<file path="config.mk">
export PLATFORM = sky130hd
export DESIGN_NAME = cpu_pipe_control_flat
export DESIGN_NICKNAME = d
export VERILOG_FILES = /design/src/rtl/cpu_pipe_control_if.sv /design/src/rtl/cpu_pipe_control.sv /design/src/flat_wrapper.sv
export SDC_FILE = /design/constraint.sdc
export NUM_CORES = 1
export LEC_CHECK = 0
export CORE_MARGIN = 2
export CORE_UTILIZATION = 43
export DETAILED_ROUTE_END_ITERATION = 12
export PLACE_DENSITY = 0.87
export SLEW_MARGIN = 5
export SYNTH_ARGS = -nofsm -noshare
export SYNTH_HDL_FRONTEND = slang
export SYNTH_SLANG_ARGS = --single-unit
</file>
<file path="constraint.sdc">
create_clock -name clk -period 2.1 [get_ports clk]
set_clock_uncertainty 0.1 [all_clocks]
set_input_delay 0.21 -clock clk [delete_from_list [all_inputs] [get_ports clk]]
set_output_delay 0.21 -clock clk [all_outputs]
set_load 0.03 [all_outputs]
</file>
<file path="src/rtl/cpu_pipe_control_if.sv">
// ---------------------------------------------------------------------------
// cpu_pipe_control_if
// ID-stage instruction and branch inputs plus the stall/flush and registered
// ID/EX control outputs of the pipeline controller.
// master: the pipeline datapath (IF/ID register, EX stage) side.
// slave : the cpu_pipe_control block.
// ---------------------------------------------------------------------------
interface cpu_pipe_control_if #(
   parameter int INSTR_W = 32,
   parameter int REG_AW  = 4
);
   logic [INSTR_W-1:0] id_instr;
   logic               id_valid;
   logic               br_taken;
   logic               stall_if;
   logic               flush_id;
   logic               ex_valid;
   logic [7:0]         ex_alu_op;
   logic               ex_alu_imm_src;
   logic               ex_rf_write_en;
   logic               ex_datamem_write_en;
   logic               ex_datamem_read_en;
   logic               ex_rf_write_mem_src;
   logic               ex_pc_src;
   logic               ex_pc_jmp_src;
   logic [REG_AW-1:0]  ex_rd;
   logic               ex_uop;
   logic               ex_err;

   modport master (
      output id_instr, id_valid, br_taken,
      input  stall_if, flush_id, ex_valid, ex_alu_op, ex_alu_imm_src,
             ex_rf_write_en, ex_datamem_write_en, ex_datamem_read_en,
             ex_rf_write_mem_src, ex_pc_src, ex_pc_jmp_src, ex_rd, ex_uop,
             ex_err
   );

   modport slave (
      input  id_instr, id_valid, br_taken,
      output stall_if, flush_id, ex_valid, ex_alu_op, ex_alu_imm_src,
             ex_rf_write_en, ex_datamem_write_en, ex_datamem_read_en,
             ex_rf_write_mem_src, ex_pc_src, ex_pc_jmp_src, ex_rd, ex_uop,
             ex_err
   );
endinterface

</file>
<file path="src/rtl/cpu_pipe_control.sv">
// ---------------------------------------------------------------------------
// cpu_pipe_control
// Decodes the ID-stage instruction into the registered ID/EX control word and
// handles RAW/load-use stalls, taken-branch/jump flush, invalid opcodes and
// the two micro-op PUSH/POP sequence.
//
// Build option: CPU_CTRL_FWD_EN
//   defined   - datapath forwards EX/MEM results; only a load in EX whose rd
//               is read by ID stalls (one bubble).
//   undefined - no forwarding; any rf-writing instruction in EX or MEM whose
//               rd is read by ID stalls (up to two bubbles). Only this build
//               keeps the MEM-stage shadow, since nothing else reads it.
// ---------------------------------------------------------------------------
module cpu_pipe_control #(
   parameter int INSTR_W = 32,
   parameter int REG_AW  = 4,
   parameter int SP_IDX  = 15
) (
   input logic               clk,
   input logic               rst_n,
   cpu_pipe_control_if.slave bus
);

   localparam logic [REG_AW-1:0] SP_RD = REG_AW'(SP_IDX);

   typedef enum logic [0:0] {
      UOP0 = 1'b0,
      UOP1 = 1'b1
   } uop_state_e;

   typedef struct packed {
      logic              valid;
      logic [7:0]        alu_op;
      logic              alu_imm_src;
      logic              rf_we;
      logic              dm_we;
      logic              dm_re;
      logic              mem_src;
      logic              pc_src;
      logic              jmp_src;
      logic [REG_AW-1:0] rd;
      logic              uop;
      logic              err;
   } ctrl_t;

   // True when dst is one of the registers the ID instruction reads.
   function automatic logic src_match(
      input logic [REG_AW-1:0] dst,
      input logic [REG_AW-1:0] rs1,
      input logic [REG_AW-1:0] rs2,
      input logic [REG_AW-1:0] rd,
      input logic              use_rs1,
      input logic              use_rs2,
      input logic              use_rd,
      input logic              use_sp
   );
      src_match = (use_rs1 && (rs1 == dst)) ||
                  (use_rs2 && (rs2 == dst)) ||
                  (use_rd  && (rd  == dst)) ||
                  (use_sp  && (SP_RD == dst));
   endfunction

   uop_state_e        state_r;
   uop_state_e        state_nx_s;
   ctrl_t             ex_r;
   ctrl_t             ex_nx_s;
   ctrl_t             dec_s;

   logic [7:0]        op_s;
   logic [REG_AW-1:0] rd_s;
   logic [REG_AW-1:0] rs1_s;
   logic [REG_AW-1:0] rs2_s;
   logic              is_alu_s;
   logic              is_br_s;
   logic              is_load_s;
   logic              is_store_s;
   logic              is_push_s;
   logic              is_pop_s;
   logic              in_uop1_s;
   logic              use_rs1_s;
   logic              use_rs2_s;
   logic              use_rd_s;
   logic              use_sp_s;
   logic              hit_ex_s;
   logic              hit_mem_s;
   logic              hazard_s;
   logic              flush_s;
   logic              stall_s;
   logic              unused_instr_s;

   assign op_s  = bus.id_instr[INSTR_W-1 -: 8];
   assign rd_s  = bus.id_instr[INSTR_W-9 -: REG_AW];
   assign rs1_s = bus.id_instr[INSTR_W-9-REG_AW -: REG_AW];
   assign rs2_s = bus.id_instr[INSTR_W-9-2*REG_AW -: REG_AW];
   assign unused_instr_s = ^bus.id_instr[INSTR_W-9-3*REG_AW:0];

   assign is_alu_s   = (op_s[7:4] <= 4'h2);
   assign is_br_s    = (op_s[7:4] == 4'h3);
   assign is_load_s  = (op_s == 8'h81) || (op_s == 8'h85);
   assign is_store_s = (op_s == 8'h83) || (op_s == 8'h87);
   assign is_push_s  = (op_s == 8'h89);
   assign is_pop_s   = (op_s == 8'h8B);
   assign in_uop1_s  = (state_r == UOP1);

   // Decode ID into the control word and the set of registers it reads.
   always_comb begin
      dec_s        = '0;
      dec_s.valid  = 1'b1;
      dec_s.alu_op = op_s;
      dec_s.rd     = rd_s;
      use_rs1_s    = 1'b1;
      use_rs2_s    = 1'b0;
      use_rd_s     = 1'b0;
      use_sp_s     = 1'b0;
      if (is_alu_s) begin
         dec_s.alu_imm_src = op_s[0];
         dec_s.rf_we       = 1'b1;
         use_rs2_s         = ~op_s[0];
      end else if (is_br_s) begin
         dec_s.alu_imm_src = op_s[0];
         dec_s.pc_src      = 1'b1;
         dec_s.jmp_src     = (op_s == 8'h3F);
      end else if (is_load_s) begin
         dec_s.alu_imm_src = op_s[0];
         dec_s.rf_we       = 1'b1;
         dec_s.dm_re       = 1'b1;
         dec_s.mem_src     = 1'b1;
      end else if (is_store_s) begin
         dec_s.alu_imm_src = op_s[0];
         dec_s.dm_we       = 1'b1;
         use_rd_s          = 1'b1;
      end else if (is_push_s) begin
         // uop0: SP-1 -> SP, uop1: store rd to mem[SP]
         dec_s.alu_imm_src = op_s[0];
         dec_s.uop         = in_uop1_s;
         use_rd_s          = 1'b1;
         use_sp_s          = 1'b1;
         if (in_uop1_s) begin
            dec_s.dm_we = 1'b1;
         end else begin
            dec_s.rf_we = 1'b1;
            dec_s.rd    = SP_RD;
         end
      end else if (is_pop_s) begin
         // uop0: load mem[SP] -> rd, uop1: SP+1 -> SP
         dec_s.alu_imm_src = op_s[0];
         dec_s.uop         = in_uop1_s;
         use_sp_s          = 1'b1;
         dec_s.rf_we       = 1'b1;
         if (in_uop1_s) begin
            dec_s.rd = SP_RD;
         end else begin
            dec_s.dm_re   = 1'b1;
            dec_s.mem_src = 1'b1;
         end
      end else begin
         // unknown opcode travels as a flagged NOP
         dec_s.err = 1'b1;
         use_rs1_s = 1'b0;
      end
   end

`ifndef CPU_CTRL_FWD_EN
   logic              mem_valid_r;
   logic              mem_rf_we_r;
   logic [REG_AW-1:0] mem_rd_r;

   // MEM-stage shadow of the destination, needed while results are not forwarded.
   always_ff @(posedge clk or negedge rst_n) begin
      if (!rst_n) begin
         mem_valid_r <= 1'b0;
         mem_rf_we_r <= 1'b0;
         mem_rd_r    <= '0;
      end else begin
         mem_valid_r <= ex_r.valid;
         mem_rf_we_r <= ex_r.rf_we;
         mem_rd_r    <= ex_r.rd;
      end
   end
`endif

   // Compare ID sources against in-flight destinations not yet readable.
   always_comb begin
      hit_ex_s  = 1'b0;
      hit_mem_s = 1'b0;
`ifdef CPU_CTRL_FWD_EN
      if (ex_r.valid && ex_r.dm_re) begin
         hit_ex_s = src_match(ex_r.rd, rs1_s, rs2_s, rd_s,
                              use_rs1_s, use_rs2_s, use_rd_s, use_sp_s);
      end else begin
         hit_ex_s = 1'b0;
      end
`else
      if (ex_r.valid && ex_r.rf_we) begin
         hit_ex_s = src_match(ex_r.rd, rs1_s, rs2_s, rd_s,
                              use_rs1_s, use_rs2_s, use_rd_s, use_sp_s);
      end else begin
         hit_ex_s = 1'b0;
      end
      if (mem_valid_r && mem_rf_we_r) begin
         hit_mem_s = src_match(mem_rd_r, rs1_s, rs2_s, rd_s,
                               use_rs1_s, use_rs2_s, use_rd_s, use_sp_s);
      end else begin
         hit_mem_s = 1'b0;
      end
`endif
   end

   assign hazard_s = bus.id_valid & (hit_ex_s | hit_mem_s);

   // JMP (0x3E) and JMPI (0x3F) redirect regardless of the branch condition.
   assign flush_s = ex_r.valid & ex_r.pc_src &
                    (bus.br_taken | (ex_r.alu_op[3:0] == 4'hF) |
                     (ex_r.alu_op[3:0] == 4'hE));

   // Select what enters ID/EX, whether IF holds, and the micro-op state.
   always_comb begin
      ex_nx_s    = '0;
      state_nx_s = state_r;
      stall_s    = 1'b0;
      if (flush_s) begin
         // flush wins over stall and abandons any pending second micro-op
         state_nx_s = UOP0;
      end else if (!bus.id_valid) begin
         state_nx_s = state_r;
      end else if (hazard_s) begin
         stall_s = 1'b1;
      end else begin
         ex_nx_s = dec_s;
         case (state_r)
            UOP0: begin
               if (is_push_s || is_pop_s) begin
                  stall_s    = 1'b1;
                  state_nx_s = UOP1;
               end else begin
                  state_nx_s = UOP0;
               end
            end
            UOP1:    state_nx_s = UOP0;
            default: state_nx_s = UOP0;
         endcase
      end
   end

   // Micro-op state register.
   always_ff @(posedge clk or negedge rst_n) begin
      if (!rst_n) begin
         state_r <= UOP0;
      end else begin
         state_r <= state_nx_s;
      end
   end

   // ID/EX control register.
   always_ff @(posedge clk or negedge rst_n) begin
      if (!rst_n) begin
         ex_r <= '0;
      end else begin
         ex_r <= ex_nx_s;
      end
   end

   assign bus.stall_if            = stall_s;
   assign bus.flush_id            = flush_s;
   assign bus.ex_valid            = ex_r.valid;
   assign bus.ex_alu_op           = ex_r.alu_op;
   assign bus.ex_alu_imm_src      = ex_r.alu_imm_src;
   assign bus.ex_rf_write_en      = ex_r.rf_we;
   assign bus.ex_datamem_write_en = ex_r.dm_we;
   assign bus.ex_datamem_read_en  = ex_r.dm_re;
   assign bus.ex_rf_write_mem_src = ex_r.mem_src;
   assign bus.ex_pc_src           = ex_r.pc_src;
   assign bus.ex_pc_jmp_src       = ex_r.jmp_src;
   assign bus.ex_rd               = ex_r.rd;
   assign bus.ex_uop              = ex_r.uop;
   assign bus.ex_err              = ex_r.err;

endmodule

</file>
<file path="src/flat_wrapper.sv">
// flat-port wrapper written by rule: the top's interface ports become plain ports
module cpu_pipe_control_flat 
#(
   parameter int INSTR_W = 32,
   parameter int REG_AW  = 4,
   parameter int SP_IDX  = 15
)
  (clk, rst_n, bus_id_instr, bus_id_valid, bus_br_taken, bus_stall_if, bus_flush_id, bus_ex_valid, bus_ex_alu_op, bus_ex_alu_imm_src, bus_ex_rf_write_en, bus_ex_datamem_write_en, bus_ex_datamem_read_en, bus_ex_rf_write_mem_src, bus_ex_pc_src, bus_ex_pc_jmp_src, bus_ex_rd, bus_ex_uop, bus_ex_err);
  cpu_pipe_control_if #(.INSTR_W(INSTR_W), .REG_AW(REG_AW)) bus_i ();
  input logic clk;
  input logic rst_n;
  input wire logic [$bits(bus_i.id_instr)-1:0] bus_id_instr;
  input wire logic [$bits(bus_i.id_valid)-1:0] bus_id_valid;
  input wire logic [$bits(bus_i.br_taken)-1:0] bus_br_taken;
  output wire logic [$bits(bus_i.stall_if)-1:0] bus_stall_if;
  output wire logic [$bits(bus_i.flush_id)-1:0] bus_flush_id;
  output wire logic [$bits(bus_i.ex_valid)-1:0] bus_ex_valid;
  output wire logic [$bits(bus_i.ex_alu_op)-1:0] bus_ex_alu_op;
  output wire logic [$bits(bus_i.ex_alu_imm_src)-1:0] bus_ex_alu_imm_src;
  output wire logic [$bits(bus_i.ex_rf_write_en)-1:0] bus_ex_rf_write_en;
  output wire logic [$bits(bus_i.ex_datamem_write_en)-1:0] bus_ex_datamem_write_en;
  output wire logic [$bits(bus_i.ex_datamem_read_en)-1:0] bus_ex_datamem_read_en;
  output wire logic [$bits(bus_i.ex_rf_write_mem_src)-1:0] bus_ex_rf_write_mem_src;
  output wire logic [$bits(bus_i.ex_pc_src)-1:0] bus_ex_pc_src;
  output wire logic [$bits(bus_i.ex_pc_jmp_src)-1:0] bus_ex_pc_jmp_src;
  output wire logic [$bits(bus_i.ex_rd)-1:0] bus_ex_rd;
  output wire logic [$bits(bus_i.ex_uop)-1:0] bus_ex_uop;
  output wire logic [$bits(bus_i.ex_err)-1:0] bus_ex_err;
  assign bus_i.id_instr = bus_id_instr;
  assign bus_i.id_valid = bus_id_valid;
  assign bus_i.br_taken = bus_br_taken;
  assign bus_stall_if = bus_i.stall_if;
  assign bus_flush_id = bus_i.flush_id;
  assign bus_ex_valid = bus_i.ex_valid;
  assign bus_ex_alu_op = bus_i.ex_alu_op;
  assign bus_ex_alu_imm_src = bus_i.ex_alu_imm_src;
  assign bus_ex_rf_write_en = bus_i.ex_rf_write_en;
  assign bus_ex_datamem_write_en = bus_i.ex_datamem_write_en;
  assign bus_ex_datamem_read_en = bus_i.ex_datamem_read_en;
  assign bus_ex_rf_write_mem_src = bus_i.ex_rf_write_mem_src;
  assign bus_ex_pc_src = bus_i.ex_pc_src;
  assign bus_ex_pc_jmp_src = bus_i.ex_pc_jmp_src;
  assign bus_ex_rd = bus_i.ex_rd;
  assign bus_ex_uop = bus_i.ex_uop;
  assign bus_ex_err = bus_i.ex_err;
  cpu_pipe_control #(.INSTR_W(INSTR_W), .REG_AW(REG_AW), .SP_IDX(SP_IDX)) u_core (.clk(clk), .rst_n(rst_n), .bus(bus_i));
endmodule
</file>
* Word-level counts from Yosys, hierarchy flattened
Index checks and enable logic that the tools add are counted.
Word-level totals: bits of input ports 36, flip-flop bits (word level) 29, output and inout port bits 24, word-level logic and storage cells 124
Cells by class: reduce and logical (&&, ||, !) cells 21, mux-type cells 59, order comparisons 1, bitwise operators 8, eq/ne operators 19
Operator list (count):
- $mux W22 | 3
- $eq A8 B8 Y1 const B | 6
- $mux W1 | 36
- $eq A4 B4 Y1 | 6
- $mux W2 | 10
- $mux W6 | 3
- $mux W4 | 3
- $mux W11 | 1
- $logic_and A1 B1 Y1 | 10
- $mux W5 | 2
- $logic_or A1 B1 Y1 | 9
- $eq A4 B4 Y1 const A | 2
- $eq A4 B4 Y1 const B | 2
- $eq A8 B6 Y1 const B | 1
- $eq A4 B2 Y1 const B | 1
- $le A4 B2 Y1 const B | 1
- $and A1 B1 Y1 | 3
- $or A1 B1 Y1 | 3
- $ne A2 B2 Y1 const B | 1
- $not A1 Y1 | 2
- $pmux W1 S2 | 1
- $reduce_and A2 Y1 | 1
- $reduce_bool A2 Y1 | 1

* Logic depth before layout (Yosys ltp)
depth after elaboration 17, depth in mapped cells 7

* Worst setup path before layout
Ideal clock, no wire load.
kind reg-to-output, from register u_core.ex_r, in the netlist u_core.bus.ex_rd[3], to output port bus_stall_if, data required time 1790 ps, buffers on the path 0, cell stages (with the launch flop) 7, path slack -219 ps, arrival 2009 ps, cell sequence dfrtp_1 xor2_1 nor4_1 a22oi_2 a31oi_4 nor2_1 a21oi_1
Between the ends: word-level cells in the longest chain between the ends 11, elaborated cells on any way between the ends 17, those cells by class 4 x eq/ne; 4 x mux; 2 x bitwise; 7 x reduce/logical
RTL lines:
- start, declared | RTL line cpu_pipe_control.sv:65 | ctrl_t ex_r;
- start signal, assigned | RTL line cpu_pipe_control.sv:259 | ex_r <= ex_nx_s;
- $eq A4 B4 Y1 (on tied branches) | RTL line cpu_pipe_control.sv:57, cpu_pipe_control.sv:58
- $logic_and A1 B1 Y1 (on tied branches) | RTL line cpu_pipe_control.sv:57, cpu_pipe_control.sv:58
- $logic_or A1 B1 Y1 | RTL line cpu_pipe_control.sv:57 | src_match = (use_rs1 && (rs1 == dst)) ||
- $logic_or A1 B1 Y1 | RTL line cpu_pipe_control.sv:58 | (use_rs2 && (rs2 == dst)) ||
- $logic_or A1 B1 Y1 (*) | RTL line cpu_pipe_control.sv:59 | (use_rd && (rd == dst)) ||
- $mux W1 (*) | RTL line cpu_pipe_control.sv:194 | if (ex_r.valid && ex_r.rf_we) begin
- $or A1 B1 Y1 (*) | RTL line cpu_pipe_control.sv:209 | assign hazard_s = bus.id_valid & (hit_ex_s | hit_mem_s);
- $and A1 B1 Y1 (*) | RTL line cpu_pipe_control.sv:209
- $mux W1 (*) | RTL line cpu_pipe_control.sv:226 | end else if (hazard_s) begin
- $mux W1 (*) | RTL line cpu_pipe_control.sv:224 | end else if (!bus.id_valid) begin
- $mux W1 (*) | RTL line cpu_pipe_control.sv:221 | if (flush_s) begin
- end, declared | RTL line flat_wrapper.sv:15 | output wire logic [$bits(bus_i.stall_if)-1:0] bus_stall_if;
Every way passes the cells marked *; elsewhere a longest branch is shown, timed or not.

* Final worst setup path
from register u_core.ex_r, in the netlist u_core.bus.ex_rd[2], to output port bus_stall_if
Same word-level chain as after synthesis.

==> flow_metrics.tcl <==
set metrics [dict create \
    path_cells "xor2_1 > nor4_2 > nand3_1 > a31oi_4 > nor2_4 > a21oi_4 > buf_6" \
    fin_tns_setup_ns -5.95 \
    cp_max_fo 4 \
    dieWidth_um 62.4 \
    grt_max_degree 29 \
    ir_drop_uv 493 \
    clock-root-buffer "clkbuf_4" \
    clkLatencyLatePin_ns 0.33 \
    hold_viol 0 \
    num_rows 21 \
    worst-path-stages 7 \
    routabilityCongestion 0.924 \
    final_common_cell "clkdlybuf4s50_1" \
    synthDistinctLibCells 38 \
    via_per_inst 5.43 \
    antenna_found_initial 0 \
    tightestPinTransition_ns 0.388 \
    layout.cells.non_filler 262 \
    dpl.cell_count 247 \
    netlist.area_leader.share 0.478 \
    cp-start-kind "register" \
    yosysSeqAreaShare 0.478 \
    insertedDiodeCount 0 \
    maxCapViolations 0 \
    r2r-start "u_core.bus.ex_rd[2]$_DFF_PN0_" \
    dieArea_sq_um 3890 \
    synth_warnings 0 \
    preCtsSetupSlack_ns -0.471 \
    reg2reg_to "u_core.bus.ex_datamem_read_en$_DFF_PN0_" \
    final_layout_size_suffix_gt1_frac 0.394 \
    end_kind "output port" \
    clk_pin_slew_worst_paths_ns 0.15 \
    slew_violations 0 \
    drc 0 \
    violations "setup timing" \
    grt_pass1_wl_mm 7.71 \
    crit_type "register to output port" \
    ys_top_cells_by_area "dfrtp_1 48%, xor2_1 14%, and2_1 3.8%" \
    synth_cells 130 \
    layout_common_cells "41 x clkdlybuf4s50_1, 32 x buf_4, 22 x dfrtp_1" \
    grt_util_all_layers 0.254 \
    io_buffers 47 \
    nets 253 \
    crit_slowest_cell "dfrtp_2" \
    p_leak_nw 1.08 \
    synth_area_per_cell_sq_um 11.3 \
    cts_buffers 3 \
    slowest_delay_ns 0.50 \
    clock_path_buffers 2 \
    design.portCount 60 \
    setup_violations 23 \
    cts_sinks 28 \
    core_sq_um 3310 \
    grt_pass1_vias 1561 \
    cp.required_ns 1.79 \
    area_delta_synth_final_pct 68.7 \
    worst-path-buf-inv 1 \
    relSlewSlack 0.740 \
    finalPower_w 0.00117 \
    ys_ff_latch 28 \
    wl_mm 5.08 \
    rsz0062_at_grt "true" \
    antenna_left 0 \
    die_h_um 62.4 \
    r2r_cells 10 \
    cp_top_family "simple AND/OR/NAND/NOR gates" \
    dp_hpwl_mm 3.15 \
    synth.cell_area_sq_um 1470 \
    tritoncts "done" \
    yosysTopAreaCell "dfrtp_1" \
    final.setup.worst_slack_ns -0.359 \
    ctsHtreeMaxLevel 1 \
    reg2reg_slack_ns -0.32 \
    overflow 0 \
    status "finished with violations" \
    worstHoldPathType "primary input to asynchronous set/reset pin" \
    first_pass_iters 4 \
    worstPathArrival_ns 2.15 \
    syn_nets 166 \
    wire_per_inst_um 19.4 \
    post-route-min-period_ns 2.46 \
    initial_utilization 0.443 \
    drt_iter0_drc 82 \
    vias 1422 \
    p_per_area_nw_per_um2 473 \
    min_period_over_period 1.17 \
    max_freq_mhz 407 \
]
-- how the worst max path moves through the flow --
stage	from	endpoint
global placement	bus_id_instr[29]	bus_stall_if
detailed placement	bus_id_instr[29]	bus_stall_if
finish	u_core.bus.ex_rd[2]$_DFF_PN0_	bus_stall_if
floorplan	u_core.bus.ex_rd[0]$_DFF_PN0_	bus_stall_if
global route	u_core.bus.ex_rd[2]$_DFF_PN0_	bus_stall_if
CTS	u_core.bus.ex_rd[2]$_DFF_PN0_	bus_stall_if
-- repair_timing --
item	4_1_cts	5_1_grt
gates resized for setup	32	7
hold buffers	0	0
pin swaps	18	7
buffers inserted	7	3
setup endpoints to repair	20	22
gates cloned	0	2
-- sequential cells by signal, summed over array words and instances, names as in the netlist --
register                        count
u_core.bus.ex_alu_op                8
u_core.bus.ex_rd                    4
u_core.mem_rd_r                     4
u_core.bus.ex_alu_imm_src           1
u_core.bus.ex_datamem_read_en       1
u_core.bus.ex_datamem_write_en      1
u_core.bus.ex_err                   1
u_core.bus.ex_pc_jmp_src            1
u_core.bus.ex_pc_src                1
u_core.bus.ex_rf_write_en           1
u_core.bus.ex_uop                   1
u_core.bus.ex_valid                 1
u_core.in_uop1_s                    1
u_core.mem_rf_we_r                  1
u_core.mem_valid_r                  1
-- cell type report --
class                      count  area (sq um)
sequential                    28           708
tap                           46          57.6
timing repair buffer          84           788
fill                         223           837
multi-input combinational     99           880
inverter                       1          3.75
clock buffer                   4          36.3
-- power breakdown --
group	internal, W	total [W]	switching [W]
registers	0.000563	0.000587	0.0000243
logic	0.000159	0.000318	0.000159
clock network	0.000106	0.000265	0.000159
total	0.000828	0.00117	0.000342
-- Yosys cell counts, drive strengths merged --
cell / count
nand4: 2
a21oi: 3
nor4b: 1
nor4: 8
o31ai: 1
nor3: 2
inv: 1
and4: 1
o21ai: 4
nor2: 4
or4b: 1
o22ai: 1
nand2: 7
or3: 4
o21a: 4
xor2: 24
and2: 10
or2b: 1
dfrtp: 28
or4: 1
and3: 4
nand2b: 4
nor3b: 2
nand3: 2
or2: 1
a22oi: 3
a31oi: 3
a21boi: 1
buf: 2
-- metrics by stage --
stage	cell area, sq um	utilization	hold WS [ns]
after floorplan	1480	-	-0.186
after global placement	2180	0.659	0.294
after detailed placement	2180	0.659	0.302
after CTS	2380	0.719	0.149
after global routing	2470	0.747	0.157
final	2470	0.747	0.136
-- metal layers --
layer | up-vias | wire length, um | global-route usage
li1 | 635 | - | -
met1 | 704 | 2010 | 0.293
met2 | 63 | 2620 | 0.465
met3 | 20 | 266 | 0.0396
met4 | 0 | 185 | 0.111
met5 | - | 0 | 0
-- worst reg2reg max path, cell delays in order (launching register included) --
cell	delay, ns
dfrtp_2	0.50
xor2_1	0.22
nor4_2	0.36
nand3_1	0.18
a31oi_4	0.24
buf_4	0.15
buf_6	0.09
buf_6	0.09
nor3_4	0.05
buf_12	0.16
and3_1	0.17
-- cell families after synthesis --
family	share of synthesized area
compound gates	0.119
xor+xnor	0.143
buf+inv	0.0154
flops	0.478
simple gates	0.244
No activity file was read; power rests on OpenSTA's default activity.
